--- config.mk ---
export PLATFORM = sky130hd
export DESIGN_NAME = alu_arbiter_flat
export DESIGN_NICKNAME = d
export VERILOG_FILES = /design/src/rtl/alu_arbiter_if.sv /design/src/rtl/alu_arbiter.sv /design/src/flat_wrapper.sv
export SDC_FILE = /design/constraint.sdc
export NUM_CORES = 1
export LEC_CHECK = 0
export CORE_UTILIZATION = 49
export CTS_BUF_LIST = sky130_fd_sc_hd__clkbuf_8 sky130_fd_sc_hd__clkbuf_16
export CTS_CLUSTER_DIAMETER = 40
export DETAILED_ROUTE_END_ITERATION = 10
export PLACE_DENSITY = 0.85
export REMOVE_ABC_BUFFERS = 1
export SYNTH_ARGS = -nofsm -noshare
export SYNTH_HDL_FRONTEND = slang
export SYNTH_SLANG_ARGS = --single-unit
--- constraint.sdc ---
create_clock -name clk -period 2.8 [get_ports clk]
set_input_delay 0.56 -clock clk [delete_from_list [all_inputs] [get_ports clk]]
set_output_delay 0.56 -clock clk [all_outputs]
set_load 0.02 [all_outputs]
--- src/rtl/alu_arbiter_if.sv ---
// Bus bundle for alu_arbiter: two requester channels and one response channel.
// The master side drives requests and takes responses; the slave side is the arbiter.
interface alu_arbiter_if #(
    parameter int WIDTH = 32
);
    logic             req0_valid;
    logic             req0_ready;
    logic [WIDTH-1:0] req0_a;
    logic [WIDTH-1:0] req0_b;
    logic [2:0]       req0_op;

    logic             req1_valid;
    logic             req1_ready;
    logic [WIDTH-1:0] req1_a;
    logic [WIDTH-1:0] req1_b;
    logic [2:0]       req1_op;

    logic             resp_valid;
    logic             resp_ready;
    logic             resp_id;
    logic [WIDTH-1:0] result;
    logic             zero;
    logic             negative;

    modport master (
        output req0_valid, req0_a, req0_b, req0_op,
        input  req0_ready,
        output req1_valid, req1_a, req1_b, req1_op,
        input  req1_ready,
        input  resp_valid, resp_id, result, zero, negative,
        output resp_ready
    );

    modport slave (
        input  req0_valid, req0_a, req0_b, req0_op,
        output req0_ready,
        input  req1_valid, req1_a, req1_b, req1_op,
        output req1_ready,
        output resp_valid, resp_id, result, zero, negative,
        input  resp_ready
    );
endinterface

--- src/rtl/alu_arbiter.sv ---
// Two-requester round-robin arbiter in front of a single shared ALU.
// One operation in flight: grant in IDLE, compute in EXEC, hold the response in RESP.
module alu_arbiter #(
    parameter int WIDTH = 32
) (
    input logic         clk,
    input logic         reset,
    alu_arbiter_if.slave bus
);
    typedef enum logic [1:0] {IDLE, EXEC, RESP} state_t;

    state_t state, state_next;

    logic             last_grant;
    logic             grant_any;
    logic             grant_id;

    logic [WIDTH-1:0] a_p0;
    logic [WIDTH-1:0] b_p0;
    logic [2:0]       op_p0;
    logic             id_p0;

    logic [WIDTH-1:0] result_p1;
    logic             resp_id_p1;

    // Shared ALU; illegal opcodes produce zero.
    function automatic logic [WIDTH-1:0] alu_eval(input logic [WIDTH-1:0] a,
                                                  input logic [WIDTH-1:0] b,
                                                  input logic [2:0]       op);
        logic signed [WIDTH-1:0] sa;
        logic signed [WIDTH-1:0] sb;
        logic [WIDTH-1:0]        res;
        sa = a;
        sb = b;
        case (op)
            3'b000:  res = a + b;
            3'b001:  res = a - b;
            3'b010:  res = a & b;
            3'b011:  res = a | b;
            3'b100:  res = a ^ b;
            3'b101:  res = {{(WIDTH-1){1'b0}}, (sa < sb)};
            default: res = '0;
        endcase
        return res;
    endfunction

    // Round-robin grant decision; only offered in IDLE and never while reset is high.
    always_comb begin
        grant_any = 1'b0;
        grant_id  = 1'b0;
        if (state == IDLE && !reset) begin
            if (bus.req0_valid && bus.req1_valid) begin
                grant_any = 1'b1;
                grant_id  = ~last_grant;
            end else if (bus.req0_valid) begin
                grant_any = 1'b1;
                grant_id  = 1'b0;
            end else if (bus.req1_valid) begin
                grant_any = 1'b1;
                grant_id  = 1'b1;
            end
        end
    end

    // Next-state logic.
    always_comb begin
        state_next = state;
        case (state)
            IDLE:    if (grant_any) state_next = EXEC;
            EXEC:    state_next = RESP;
            RESP:    if (bus.resp_ready) state_next = IDLE;
            default: state_next = IDLE;
        endcase
    end

    // State register.
    always_ff @(posedge clk) begin
        if (reset) state <= IDLE;
        else       state <= state_next;
    end

    // Last-grant memory; reset to 1 so requester 0 wins the first tie.
    always_ff @(posedge clk) begin
        if (reset)          last_grant <= 1'b1;
        else if (grant_any) last_grant <= grant_id;
    end

    // Stage p0: capture the granted operands so later bus changes cannot leak in.
    always_ff @(posedge clk) begin
        if (grant_any) begin
            a_p0  <= grant_id ? bus.req1_a  : bus.req0_a;
            b_p0  <= grant_id ? bus.req1_b  : bus.req0_b;
            op_p0 <= grant_id ? bus.req1_op : bus.req0_op;
            id_p0 <= grant_id;
        end
    end

    // Stage p1: register the ALU result in EXEC; it holds through RESP.
    always_ff @(posedge clk) begin
        if (reset) begin
            result_p1  <= '0;
            resp_id_p1 <= 1'b0;
        end else if (state == EXEC) begin
            result_p1  <= alu_eval(a_p0, b_p0, op_p0);
            resp_id_p1 <= id_p0;
        end
    end

    assign bus.req0_ready = grant_any && !grant_id;
    assign bus.req1_ready = grant_any &&  grant_id;
    assign bus.resp_valid = (state == RESP);
    assign bus.resp_id    = resp_id_p1;
    assign bus.result     = result_p1;
    assign bus.zero       = (result_p1 == '0);
    assign bus.negative   = result_p1[WIDTH-1];
endmodule

--- src/flat_wrapper.sv ---
// flat-port wrapper written by rule: the top's interface ports become plain ports
module alu_arbiter_flat 
#(
    parameter int WIDTH = 32
)
  (clk, reset, bus_req0_valid, bus_req0_a, bus_req0_b, bus_req0_op, bus_req0_ready, bus_req1_valid, bus_req1_a, bus_req1_b, bus_req1_op, bus_req1_ready, bus_resp_valid, bus_resp_id, bus_result, bus_zero, bus_negative, bus_resp_ready);
  alu_arbiter_if #(.WIDTH(WIDTH)) bus_i ();
  input logic clk;
  input logic reset;
  input wire logic [$bits(bus_i.req0_valid)-1:0] bus_req0_valid;
  input wire logic [$bits(bus_i.req0_a)-1:0] bus_req0_a;
  input wire logic [$bits(bus_i.req0_b)-1:0] bus_req0_b;
  input wire logic [$bits(bus_i.req0_op)-1:0] bus_req0_op;
  output wire logic [$bits(bus_i.req0_ready)-1:0] bus_req0_ready;
  input wire logic [$bits(bus_i.req1_valid)-1:0] bus_req1_valid;
  input wire logic [$bits(bus_i.req1_a)-1:0] bus_req1_a;
  input wire logic [$bits(bus_i.req1_b)-1:0] bus_req1_b;
  input wire logic [$bits(bus_i.req1_op)-1:0] bus_req1_op;
  output wire logic [$bits(bus_i.req1_ready)-1:0] bus_req1_ready;
  output wire logic [$bits(bus_i.resp_valid)-1:0] bus_resp_valid;
  output wire logic [$bits(bus_i.resp_id)-1:0] bus_resp_id;
  output wire logic [$bits(bus_i.result)-1:0] bus_result;
  output wire logic [$bits(bus_i.zero)-1:0] bus_zero;
  output wire logic [$bits(bus_i.negative)-1:0] bus_negative;
  input wire logic [$bits(bus_i.resp_ready)-1:0] bus_resp_ready;
  assign bus_i.req0_valid = bus_req0_valid;
  assign bus_i.req0_a = bus_req0_a;
  assign bus_i.req0_b = bus_req0_b;
  assign bus_i.req0_op = bus_req0_op;
  assign bus_req0_ready = bus_i.req0_ready;
  assign bus_i.req1_valid = bus_req1_valid;
  assign bus_i.req1_a = bus_req1_a;
  assign bus_i.req1_b = bus_req1_b;
  assign bus_i.req1_op = bus_req1_op;
  assign bus_req1_ready = bus_i.req1_ready;
  assign bus_resp_valid = bus_i.resp_valid;
  assign bus_resp_id = bus_i.resp_id;
  assign bus_result = bus_i.result;
  assign bus_zero = bus_i.zero;
  assign bus_negative = bus_i.negative;
  assign bus_i.resp_ready = bus_resp_ready;
  alu_arbiter #(.WIDTH(WIDTH)) u_core (.clk(clk), .reset(reset), .bus(bus_i));
endmodule
# Yosys cells after proc, flatten, opt, wreduce, memory -nomap -nowiden
# Cells that the tools add are included.
# totals
memories	0
ramBits	0
mem_bits_ro	0
reg_bits	104
latch_bits	0
# classes
shifts	0
muxes	14
add_sub_neg	2
div	0
n_bitwise	4
n_eq_ne	9
reduce_logical	10
n_lt_le_gt_ge	1
mul	0
# ops
cell	count
$pmux 32 s6	1
$mux 32	2
$add 32x32->32	1
$and 32x32->32	1
$logic_not 32->1	1
$lt 32x32->1	1
$or 32x32->32	1
$sub 32x32->32	1
$xor 32x32->32	1
$mux 1	7
$eq 3x2->1 const B	2
$eq 3x3->1 const B	2
$pmux 2 s3	1
$logic_and 1x1->1	4
$mux 2	2
$ne 2x1->1 const B	2
$eq 3x1->1 const B	1
$logic_not 3->1	1
$mux 3	1
$eq 2x1->1 const B	1
$eq 2x2->1 const B	1
$logic_not 1->1	2
$logic_not 2->1	1
$reduce_and 2->1	1
$not 1->1	1

# Logic depth before layout (Yosys ltp)
# Gate-level depths: netlist (run 1).
# depth
ltp_word	6
ltp_mapped	12
mapped_depth_nobuf	12

# Least setup slack after synthesis (run 1)
# No wires, ideal clock.
# synth_path
path_kind	register -> register
startpoint	reg u_core.b_p0[0]
endpoint	reg u_core.result_p1[22] (netlist: u_core.bus.result[22])
stages_incl_launch_ff	11
setup_time_ns	0.062
setup_slack_ns	-0.038
arrival_time_ns	2.776
path_cell_list	edfxtp_1 > ha_1 > fa_1 > a21oi_2 > o211ai_2 > o21a_2 > a211o_1 > a21o_1 > and3_1 > or4_1 > nand3_1
# synth_between
elab_chain_cells	2
# synth_lines
item	line	text
start: declaration	alu_arbiter.sv:19	logic [WIDTH-1:0] b_p0;
start signal: assignment	alu_arbiter.sv:92	b_p0 <= grant_id ? bus.req1_b : bus.req0_b;
$sub 32x32->32 or $add 32x32->32 (tied branches)	alu_arbiter.sv:37, alu_arbiter.sv:36	
$pmux 32 s6 *	alu_arbiter.sv:35	case (op)
end signal: assignment	alu_arbiter.sv:104	result_p1 <= alu_eval(a_p0, b_p0, op_p0);
end: declaration	alu_arbiter.sv:23	logic [WIDTH-1:0] result_p1;
# Every way passes the cells marked *; elsewhere a longest branch is shown, timed or not.
# A chain may end at the register's enable or synchronous reset.

# Final worst setup path (run 1)
# layout_path
startpoint	reg u_core.b_p0[0]
endpoint	reg u_core.result_p1[28] (netlist: u_core.bus.result[28])
# The elaborated chain is that of the path after synthesis.

==> reports/qor.txt, run 1 <==
final setup margin - -128.6 ps
warnings from Yosys - 0
Final period util - 1.046
DIE HEIGHT - 142.2 um
# H-tree levels - 3
hold buffers post-CTS - 0
Critical Path Start - u_core.b_p0[0]
Max Root-Sink Buffers - 2
area grow syn2layout - 42.53%
number of flops mapped to enable cells by yosys - 68
Vias/cell - 6.087
Final ANT Viol Nets - 0
slew margin rel. - 0.4989
status - finished with violations
DP HPWL - 24620 um
Hold Startpoint - u_core.bus.result[8]
vias in the first global route - 9961
Tot GR Track Use - 0.3301
die width - 142.2 um
grt ovf - 0
P per Cell Area - 426.8 nW/um2
CTS tree - yes
Finished Cell Area - 13730 um2
largest net degree at the start of global routing - 68
Clk Latency, worst-skew pair - 370 ps
prevailing post-synth register cell - edfxtp_1
Starting Density - 0.5066
top-level I/O count - 177
DRC errors left - 0
Cells after Synth - 1116
max-cap violations - 0
first-pass GRT wire length - 51760 um
Synth async-reset ratio - 0
CP endpoint kind - flip-flop
share of cells above drive strength 1 - 0.2686
Unique masters post-synth - 89
max frequency - 0.3415 GHz
fin. max-slew vios - 0
Antenna Cells - 0
setup TNS - -861.3 ps
clock transition at the registers of the reported paths - 70 ps
vias - 10170
clk_skew - 11.48 ps
final hold slack - 481.4 ps
leak pwr - 5.516 nW
Worst-Margin Slew - 751.7 ps
placed cell area - 12590 um2
#FFs+latches synth - 104
total CTS buffers - 9
clock sinks - 104
Placer Congestion - 0.9820
Initial DRT Pass Iterations - 5
launch point of the worst reg-to-reg path - u_core.b_p0[0]
Crit path arrival time - 3180 ps
sequential-to-total area share from yosys stat - 0.2867
Port-buffer cells - 176
unrepaired setup endpoints after global routing - true
Core Region - 19020 um2
final WL - 33640 um
Tmin final - 2929 ps
DIE AREA - 20230 um2
Final Setup Violations - 11
failing checks - negative setup slack
maximum vdd drop - 0.2863 mV
WP data required - 3050 ps
power after layout - 0.005861 W
CP max FO - 4
Root Buffer - clkbuf_16
Site Rows - 50
hold crit path type - reg -> reg
Final Util - 0.7221
Worst setup SP type - flip-flop
Syn Std Cell Area - 9635 um2
Worst Setup Path Type - reg -> reg
final hold vios - 0
1st-iter DRT viols - 998
Final nets - 1650
routed length per instance - 20.13 um
Avg Synthesized Cell Area - 8.634 um2
antenna violations before repair - 0
-- layout by cell type (no fill, tap or decap), types with 24 or more instances in the layout --
cell             synthesis  layout
nor3_1                  34      30
inv_1                   95      79
buf_4                    2     163
mux2_2                  68      67
o21ai_0                 41      35
nand3_1                 24      24
nor2_1                  87      84
clkdlybuf4s50_1          0     174
dfxtp_1                 36      36
ha_1                   103      82
a21oi_1                 93      87
edfxtp_1                68      68
nand2_1                 74      73
-- synth_stat cells, drive strengths merged, types with 10 or more instances --
cell type  number  area (um2)
ha            103        1289
a21oi          97       500.5
inv            96       360.3
nor2           87       326.6
nand2          75       284.0
edfxtp         68        2042
mux2           68       765.7
clkbuf         47       176.4
o21ai          47       239.0
dfxtp          36       720.7
nor3           36       190.2
buf            27       141.4
nand3          24       120.1
a22oi          19       142.6
o21bai         17       127.6
nor4           16       136.4
o211ai         16       125.1
o221ai         15       137.6
a211oi         14       110.1
a31oi          14       102.6
mux2i          13       130.1
nand2b         13       81.33
nand4          13       81.33
xnor2          11       96.34
a21o           10       75.07
nor2b          10       62.56
-- power breakdown --
part / switching, W / internal, W
Clock: 0.000617 / 0.000805
Sequential: 0.0000891 / 0.00176
Combinational: 0.00137 / 0.00122
Total: 0.00207 / 0.00379
-- state kept, by name, indices dropped and copies added (netlist names) --
| signal | cells |
|---|---|
| u_core.a_p0 | 32 |
| u_core.b_p0 | 32 |
| u_core.bus.resp_id | 1 |
| u_core.bus.result | 32 |
| u_core.id_p0 | 1 |
| u_core.last_grant | 1 |
| u_core.op_p0 | 3 |
| u_core.state | 2 |
-- layout make-up --
cell class              count  area, um2
well taps                 260      325.3
multi-input cells         840       6774
repair buffers            353       3179
clock buffers              10      239.0
fillers                  1465       5285
inverters                  98      370.4
flip-flops and latches    104       2763
clock inverters             6      82.58
-- per-layer routing --
layer  up-vias  wire length (um)  GRT usage
met5         -                 0          0
met4         0              1251     0.1392
met3       106              2581    0.05047
met2       572             16120     0.5617
met1      4825             13690     0.4152
li1       4668                 -          -
-- worst paths after layout --
path,to,slack [ps],depth (start not counted)
min reg2reg,u_core.bus.result[8],480,2
max reg2reg,u_core.bus.result[28],-130,11
max,u_core.bus.result[28],-130,11
min,u_core.bus.result[8],480,2
-- repair_timing --
item | 4_1_cts | 5_1_grt
resized for setup | 48 | 84
pin swaps | 33 | 44
setup endpoints to repair | 20 | 25
buffers inserted | 11 | 15
-- through the flow --
stage | cells | worst slack, ps
floorplan | 1042 | -1497
global placement | 1631 | -139.2
detailed placement | 1631 | -193.3
CTS | 1658 | -81.05
global route | 1671 | -209.1
finish | 1671 | -128.6
-- critical path, stage by stage, from the launching register on --
cell and delay, ps:
edfxtp_1 440, ha_2 250, fa_2 380, o21bai_4 150, a2111oi_4 90, nor3_2 340, and4_4 350, o21ai_4 90
a21oi_1 240, o21a_1 180, nor3_1 60, a211o_1 230
-- cell families (layout without fill, tap and decap cells) --
kind of cell    after synthesis  count (layout)  share of synthesized area
compound gates              337             337                     0.2444
flops                       104             104                     0.2867
mux                          81              81                    0.09297
xor+xnor                     16              16                    0.01454
fa+ha+maj                   105             105                     0.1379
simple gates                301             301                     0.1523
buf+inv                     172             467                    0.07116
Note: power is estimated with default switching activity, not from simulation.
==> run 2, diff against run 1 <==
CORE_UTILIZATION = 45   (was 49)
PLACE_DENSITY = 0.8   (was 0.85)
==> run 2 against run 1 <==
Against the previous run: the run still ends with negative setup slack left; power is 2.7% lower; final area is 0.30% lower; sequential power hardly changed; largest cell class unchanged; sequential cell count stayed put; worst setup slack hardly changed; fmax hardly changed; clock power is 8% lower; critical path depth is 2 higher.
==> reports/qor.txt, run 2 (same netlist as run 1, synthesis figures left out) <==
status - finished with violations
failing checks - negative setup slack
Final nets - 1655 (+0.30%)
Root Buffer - clkbuf_16
Core Region - 21020 um2 (+11%)
1st-iter DRT viols - 1035 (+3.7%)
top-level I/O count - 177 (unchanged)
top layer reached by signal wires - met4
CP Cell Sequence - inv_2, ha_4, fa_2, o21bai_4, a2111oi_4, nor3_2, buf_4, and4_4, o21ai_4, nand2_4, a211oi_4, o2111ai_2, a221oi_2
DP HPWL - 24100 um (-2.1%)
# H-tree levels - 3 (unchanged)
WP data required - 3080 ps (+30 ps)
Finished Cell Area - 13690 um2 (-0.30%)
final setup margin - -128.3 ps (+0.2370 ps)
Tmin final - 2928 ps (-0.2370 ps)
CP endpoint kind - flip-flop
Final ANT Viol Nets - 0 (unchanged)
fin. max-slew vios - 0 (unchanged)
hold buffers post-CTS - 0 (unchanged)
WL met1 - 13540 um (-1.1%)
crit path max-delay cell type - edfxtp_1
hold crit path type - reg -> reg
P per Cell Area - 416.6 nW/um2 (-2.4%)
max-cap violations - 0 (unchanged)
largest net degree at the start of global routing - 80 (+18%)
DIE AREA - 22000 um2 (+8.8%)
Worst setup SP type - flip-flop
routed wl met2 - 16510 um (+2.4%)
die width - 148.3 um (+4.3%)
clk_skew - 12.70 ps (+1.218 ps)
final hold vios - 0 (unchanged)
Port-buffer cells - 176 (unchanged)
maximum vdd drop - 0.2848 mV (-0.52%)
vias - 10130 (-0.38%)
most frequent cells in the layout - clkdlybuf4s50_1, buf_4, inv_1, a21oi_1, nor2_1
total CTS buffers - 9 (unchanged)
CP max FO - 4 (unchanged)
# fillers - 1675 (+14%)
sequential standard cell area - 2763 um2 (unchanged)
area occupied by multi-input gates - 6721 um2 (-0.78%)
Max Root-Sink Buffers - 2 (unchanged)
cell family with most CP delay - compound AO/OA/AOI/OAI gates
Clk Latency, worst-skew pair - 380 ps (about the same)
area grow syn2layout - 42.10%
placed cell area - 12610 um2 (+0.14%)
slew margin rel. - 0.3772 (-0.1216)
CP max stage delay - 430 ps (about the same)
metal3 WL - 2741 um (+6.2%)
most common cell after layout, fill and taps aside - clkdlybuf4s50_1
CTS tree - yes
final WL - 33660 um (about the same)
Placer Congestion - 0.9691 (-1.3%)
clock transition at the registers of the reported paths - 80 ps (about the same)
power after layout - 0.005705 W (-2.7%)
leak pwr - 5.511 nW (about the same)
antenna violations before repair - 0 (unchanged)
clock sinks - 104 (unchanged)
Crit path arrival time - 3210 ps (+30 ps)
first-pass GRT wire length - 51150 um (-1.2%)
Worst Setup Path Type - reg -> reg
Initial DRT Pass Iterations - 5 (unchanged)
Final period util - 1.046 (about the same)
Tot GR Track Use - 0.2970 (-0.03316)
vias in the first global route - 9786 (-1.8%)
max frequency - 0.3415 GHz (about the same)
DRC errors left - 0 (unchanged)
final hold slack - 470.9 ps (-10.50 ps)
Antenna Cells - 0 (unchanged)
Final Setup Violations - 11 (unchanged)
DIE HEIGHT - 148.3 um (+4.3%)
Vias/cell - 5.992 (-1.6%)
grt ovf - 0 (unchanged)
share of cells above drive strength 1 - 0.2634 (-0.005186)
unrepaired setup endpoints after global routing - true
routed length per instance - 19.91 um (-1.1%)
Worst-Margin Slew - 934.1 ps (+182.5 ps)
Site Rows - 53 (+6.0%)
crit path buf inv count - 2 (+2)
Starting Density - 0.4584 (-0.04828)
==> run 2: cell types whose count changed in the layout (fill, tap and decap cells not counted), moves of 3 or more <==
cell,before,now
o21ai_1,6,10
inv_6,0,3
buf_6,10,7
nor3_1,30,33
inv_1,79,87
buf_4,163,171
nor3_2,6,3
clkinv_2,3,0
inv_2,16,9
==> run 2: power breakdown <==
group	total [W]	switching [W]	internal, W
clock	0.00131	0.000667	0.000641
sequential	0.00185	0.0000897	0.00176
combinational	0.00254	0.00135	0.00120
total	0.00570	0.00210	0.00360
==> run 2: final timing paths <==
check | from | to | slack [ps] | depth (start not counted)
worst min register to register | u_core.last_grant | u_core.last_grant | 470 | 1
worst max register to register | u_core.a_p0[0] | u_core.bus.result[0] | -130 | 13
worst min-delay path | u_core.last_grant | u_core.last_grant | 470 | 1
worst max-delay path | u_core.a_p0[0] | u_core.bus.result[0] | -130 | 13
==> run 2: per-layer routing <==
| layer | vias up | global-route usage |
|---|---|---|
| li1 | 4682 | - |
| met1 | 4867 | 0.3784 |
| met2 | 516 | 0.5099 |
| met3 | 67 | 0.04632 |
| met4 | 0 | 0.1000 |
| met5 | - | 0 |
==> run 2: repair_timing <==
action | 4_1_cts | 5_1_grt
pin swaps | 29 | 42
setup buffers | 21 | 10
resized for setup | 48 | 73
endpoints found under the setup margin | 20 | 28
==> run 2: area by class of cell <==
class	count	share of cell area
multi-input cells	840	0.4909
repair buffers	358	0.2342
flip-flops and latches	104	0.2018
inverters	98	0.02687
well taps	275	0.02513
clock buffers	10	0.01745
clock inverters	6	0.003655
==> run 2: worst register-to-register path: stages, from the launching register on <==
cell,delay [ps]
edfxtp_1,430
inv_2,100
ha_4,140
fa_2,230
o21bai_4,100
a2111oi_4,370
nor3_2,80
buf_4,160
and4_4,180
o21ai_4,230
nand2_4,120
a211oi_4,280
o2111ai_2,150
a221oi_2,270
==> run 2: through the flow <==
stage                     cells  setup slack, ps  TNS (ps)    util
after global placement     1644           -180.6     -1433  0.5998
after detailed placement   1644           -244.4     -2450  0.5998
final                      1691           -128.3    -868.7  0.6513
after CTS                  1681           -67.44    -181.6  0.6319
after floorplan            1042            -1497    -50180       -
after global routing       1691           -219.2     -2646  0.6513
==> variant 1 (flow settings as in run 1) <==
Make the reset (`reset`) asynchronous in 3 clocked blocks.
--- a/src/rtl/alu_arbiter.sv
+++ b/src/rtl/alu_arbiter.sv
@@ -74,13 +74,13 @@
     end
 
     // State register.
-    always_ff @(posedge clk) begin
+    always_ff @(posedge clk or posedge reset) begin
         if (reset) state <= IDLE;
         else       state <= state_next;
     end
 
     // Last-grant memory; reset to 1 so requester 0 wins the first tie.
-    always_ff @(posedge clk) begin
+    always_ff @(posedge clk or posedge reset) begin
         if (reset)          last_grant <= 1'b1;
         else if (grant_any) last_grant <= grant_id;
     end
@@ -96,7 +96,7 @@
     end
 
     // Stage p1: register the ALU result in EXEC; it holds through RESP.
-    always_ff @(posedge clk) begin
+    always_ff @(posedge clk or posedge reset) begin
         if (reset) begin
             result_p1  <= '0;
             resp_id_p1 <= 1'b0;
Check against the original RTL: differs if reset is asserted again (counterexample within 4 cycles, from zero or initial values and one cycle with reset high); with reset held inactive, the same outputs for 4 cycles.
==> variant 1 against run 1 <==
- the flow still finishes with violations (setup timing)
- die area shrank 0.73%
- design area increased by 0.59%
- wire length down 1.9%
- count of clock-buffer cells in the layout shrank 1
- hold slack got worse by 19 ps
- area after synthesis decreased by 0.74%
- total power grew 47%
- worst setup slack got worse by 270 ps
- sequential cell count is the same
==> variant 1: results (changes against run 1) <==
metric,value,unit,change
synth_cell_types,87,,was 89
whs_endpoint,u_core.bus.resp_id,,was u_core.bus.result[8]
fin_tns_setup,-5190,ps,was -861 ps
p_leak,5.92,nW,was 5.52 nW
synth_common_cells,"103 x ha_1, 97 x inv_1, 91 x a21oi_1, 77 x nor2_1, 68 x edfxtp_1",,"was 103 x ha_1, 95 x inv_1, 93 x a21oi_1, 87 x nor2_1, 74 x nand2_1"
power_density,624,mW/mm2,was 427 mW/mm2
whs_path_depth,2,,unchanged
vias_per_cell,6.07,,was 6.09
grt_first_pass_wirelength,51.0,mm,was 51.8 mm
cp-endpoint,u_core.bus.result[28],,unchanged
status,"finished, violations left",,unchanged
met2_usage,0.542,,was 0.562
critPathKind,flop to flop,,unchanged
n_fill_cell,1394,,was 1465
reg2regPathDepth,11,,unchanged
placed_area,0.0129,mm2,was 0.0126 mm2
hp-class,flop to flop,,unchanged
dr.pass1.iters,8,,was 5
p_comb_frac,0.577,,was 0.441
gp_congestion,0.979,,was 0.982
wl,33.0,mm,was 33.6 mm
n_antenna_cell,0,,unchanged
swShare,0.421,,was 0.354
finalSetupViolations,22,,was 11
cts-buffers-inserted,9,,unchanged
dp_hpwl,23.4,mm,was 24.6 mm
yosysWarnings,0,,unchanged
synth_ff_type,edfxtp_1,,unchanged
use_met1,0.408,,was 0.415
pwr-share-seq,0.275,,was 0.316
fin_hold_ws,462,ps,was 481 ps
worst_ir_drop_vdd,0.407,mV,was 0.286 mV
vias,10100,,was 10200
io_buffers,176,,unchanged
cp.arrival,3450,ps,was 3180 ps
worstMarginPinSlew,619,ps,was 752 ps
hp-start,u_core.id_p0,,was u_core.bus.result[8]
first_iter_violations,1037,,was 998
nets,1650,,unchanged
dp.cells,1633,,was 1631
grt_max_degree,70,,was 68
drive_above_1_share,0.274,,was 0.269
async_flop_share,0.346,,was 0
cts_hold_buffers,0,,unchanged
cts_buffer_depth,2,,unchanged
crit_family,compound AO/OA/AOI/OAI gates,,unchanged
grt_use_total,0.324,,was 0.330
violations,setup timing,,unchanged
final.setup_skew,10.5,ps,was 11.5 ps
rr_startpoint,u_core.a_p0[0],,was u_core.b_p0[0]
finalWorstSetupSlack,-399,ps,was -129 ps
grt_use_met3,0.0597,,was 0.0505
synth.avg_cell_area,8.92,um2,was 8.63 um2
antenna_found_initial,0,,unchanged
ys_seq_area_frac,0.308,,was 0.287
cts.clk_slew.worst_paths,80,ps,
cts_root_buffer,clkbuf_16,,unchanged
crit_path_top_delay_cell,edfxtp_1,,unchanged
synth_area_leaders,"edfxtp_1 21%, ha_1 13%, dfrtp_1 9.2%",,"was edfxtp_1 21%, ha_1 13%, mux2_2 7.9%"
-- variant 1: cell type report --
cell class	count	area, um2	area share
inverters	99	372	0.0269
flip-flops and latches	104	2940	0.213
clock inverters	7	53.8	0.00389
clock buffers	9	225	0.0163
multi-input cells	800	6430	0.465
well taps	260	325	0.0235
repair buffers	392	3470	0.251
-- variant 1: worst register-to-register path: stages, from the launching register on --
cell and delay, ps:
edfxtp_1 430, ha_2 230, fa_1 390, a211o_1 380, a211oi_4 280, nor3_4 90, a311oi_4 240, a31o_4 230
o311ai_4 130, a21bo_1 220, a221oi_1 330, o31ai_2 120
-- variant 1: routing by layer --
| metal | up-vias | routed length (um) |
|---|---|---|
| met3 | 84 | 3080 |
| met2 | 637 | 16000 |
| met5 | - | 0 |
| met1 | 4781 | 13000 |
| li1 | 4643 | - |
| met4 | 0 | 961 |
-- variant 1: what timing repair did --
| item | 4_1_cts | 5_1_grt |
|---|---|---|
| pin swaps | 24 | 38 |
| endpoints found under the setup margin | 25 | 27 |
| setup buffers | 9 | 15 |
| gates resized for setup | 41 | 62 |
-- variant 1: stage by stage --
stage               setup slack (ps)  utilization
finish                          -399        0.731
global route                    -457        0.731
CTS                             -325        0.710
detailed placement              -412        0.682
global placement                -382        0.682
floorplan                      -1030            -
-- variant 1: cell families after synthesis --
| family | Yosys count | synth area share |
|---|---|---|
| simple gates | 257 | 0.133 |
| xor+xnor | 13 | 0.0119 |
| compound gates | 356 | 0.259 |
| fa+ha+maj | 105 | 0.139 |
| buf+inv | 168 | 0.0686 |
| flops | 104 | 0.308 |
| mux | 69 | 0.0810 |
==> variant 2 (config.mk and constraints of run 1) <==
Made on the original files. `WIDTH` is set to 32 in 3 places; all go to 28.
--- a/src/rtl/alu_arbiter_if.sv
+++ b/src/rtl/alu_arbiter_if.sv
@@ -1,7 +1,7 @@
 // Bus bundle for alu_arbiter: two requester channels and one response channel.
 // The master side drives requests and takes responses; the slave side is the arbiter.
 interface alu_arbiter_if #(
-    parameter int WIDTH = 32
+    parameter int WIDTH = 28
 );
     logic             req0_valid;
     logic             req0_ready;
--- a/src/rtl/alu_arbiter.sv
+++ b/src/rtl/alu_arbiter.sv
@@ -1,7 +1,7 @@
 // Two-requester round-robin arbiter in front of a single shared ALU.
 // One operation in flight: grant in IDLE, compute in EXEC, hold the response in RESP.
 module alu_arbiter #(
-    parameter int WIDTH = 32
+    parameter int WIDTH = 28
 ) (
     input logic         clk,
     input logic         reset,
--- a/src/flat_wrapper.sv
+++ b/src/flat_wrapper.sv
@@ -1,7 +1,7 @@
 // flat-port wrapper written by rule: the top's interface ports become plain ports
 module alu_arbiter_flat 
 #(
-    parameter int WIDTH = 32
+    parameter int WIDTH = 28
 )
   (clk, reset, bus_req0_valid, bus_req0_a, bus_req0_b, bus_req0_op, bus_req0_ready, bus_req1_valid, bus_req1_a, bus_req1_b, bus_req1_op, bus_req1_ready, bus_resp_valid, bus_resp_id, bus_result, bus_zero, bus_negative, bus_resp_ready);
   alu_arbiter_if #(.WIDTH(WIDTH)) bus_i ();
Interface: changed (5 resized); port bits go from 177 to 157. The function was not compared with the original's and may differ.
==> variant 2 against run 1 <==
- the flow still finishes with violations (setup timing)
- total power decreased by 15%
- critical path depth is 3 higher
- worst setup slack lost 160 ps
- first-iteration DRC count is 15% lower
- sequential cell count down 12
- wire length is 24% lower
- design area fell by 18%
- area after synthesis down 17%
- largest cell class unchanged
- largest power group unchanged
- highest routed layer unchanged
==> variant 2: results (changes against run 1) <==
metric,value,unit,change
status,"finished, violations left",,unchanged
violations,setup timing,,unchanged
startpoint,u_core.b_p0[1],,was u_core.b_p0[0]
wl,25.4,mm,was 33.6 mm
first_iter_violations,851,,was 998
max_stage_delay,480,ps,was 440 ps
dp_hpwl,18.8,mm,was 24.6 mm
finalSetupViolations,15,,was 11
nets,1376,,was 1650
cp.arrival,3360,ps,was 3180 ps
synth_area_leaders,"edfxtp_1 23%, ha_1 14%, mux2_2 8.3%",,"was edfxtp_1 21%, ha_1 13%, mux2_2 7.9%"
worstMarginPinSlew,1320,ps,was 752 ps
finalWorstSetupSlack,-285,ps,was -129 ps
drive_above_1_share,0.235,,was 0.269
worst_ir_drop_vdd,0.307,mV,was 0.286 mV
n_fill_cell,1202,,was 1465
grt_max_degree,37,,was 68
io_buffers,156,,was 176
synthXorXnorAreaFrac,0.0220,,was 0.0145
fin_tns_setup,-2720,ps,was -861 ps
fin_hold_ws,460,ps,was 481 ps
synth_common_cells,"92 x ha_1, 84 x inv_1, 75 x a21oi_1, 60 x edfxtp_1, 60 x nor2_1",,"was 103 x ha_1, 95 x inv_1, 93 x a21oi_1, 87 x nor2_1, 74 x nand2_1"
design_area,0.0113,mm2,was 0.0137 mm2
cts_resized,38,,was 48
power_sequential,1.64,mW,was 1.85 mW
synth_cell_types,75,,was 89
crit_path_top_delay_cell,or4_4,,was edfxtp_1
p_leak,4.68,nW,was 5.52 nW
synth_edf_count,60,,was 68
pwr-share-clk,0.259,,was 0.243
ys_seq_area_frac,0.307,,was 0.287
vias_per_cell,5.88,,was 6.09
swShare,0.343,,was 0.354
==> variant 2: cell types whose count changed in the layout (fill, tap and decap cells not counted), moves of 9 or more <==
cell             before  now
ha_4                 12    3
inv_2                16    4
nor3_1               30   20
nor2_1               84   58
nand2_1              73   48
buf_4               163  135
clkdlybuf4s50_1     174  156
o211ai_1             15    3
a21oi_1              87   70
o21ai_1               6   19
==> variant 2: routing by layer <==
metal / wire length [um] / GRT usage
met2: 12600 / 0.533
met1: 10200 / 0.370
met4: 709 / 0.133
met5: 0 / 0
met3: 1870 / 0.0582
==> variant 2: final cells by class <==
| type | instances | share of cell area |
|---|---|---|
| clock inverters | 6 | 0.00567 |
| flip-flops and latches | 92 | 0.217 |
| clock buffers | 10 | 0.0212 |
| multi-input cells | 668 | 0.462 |
| inverters | 86 | 0.0289 |
| repair buffers | 302 | 0.241 |
| well taps | 216 | 0.0240 |
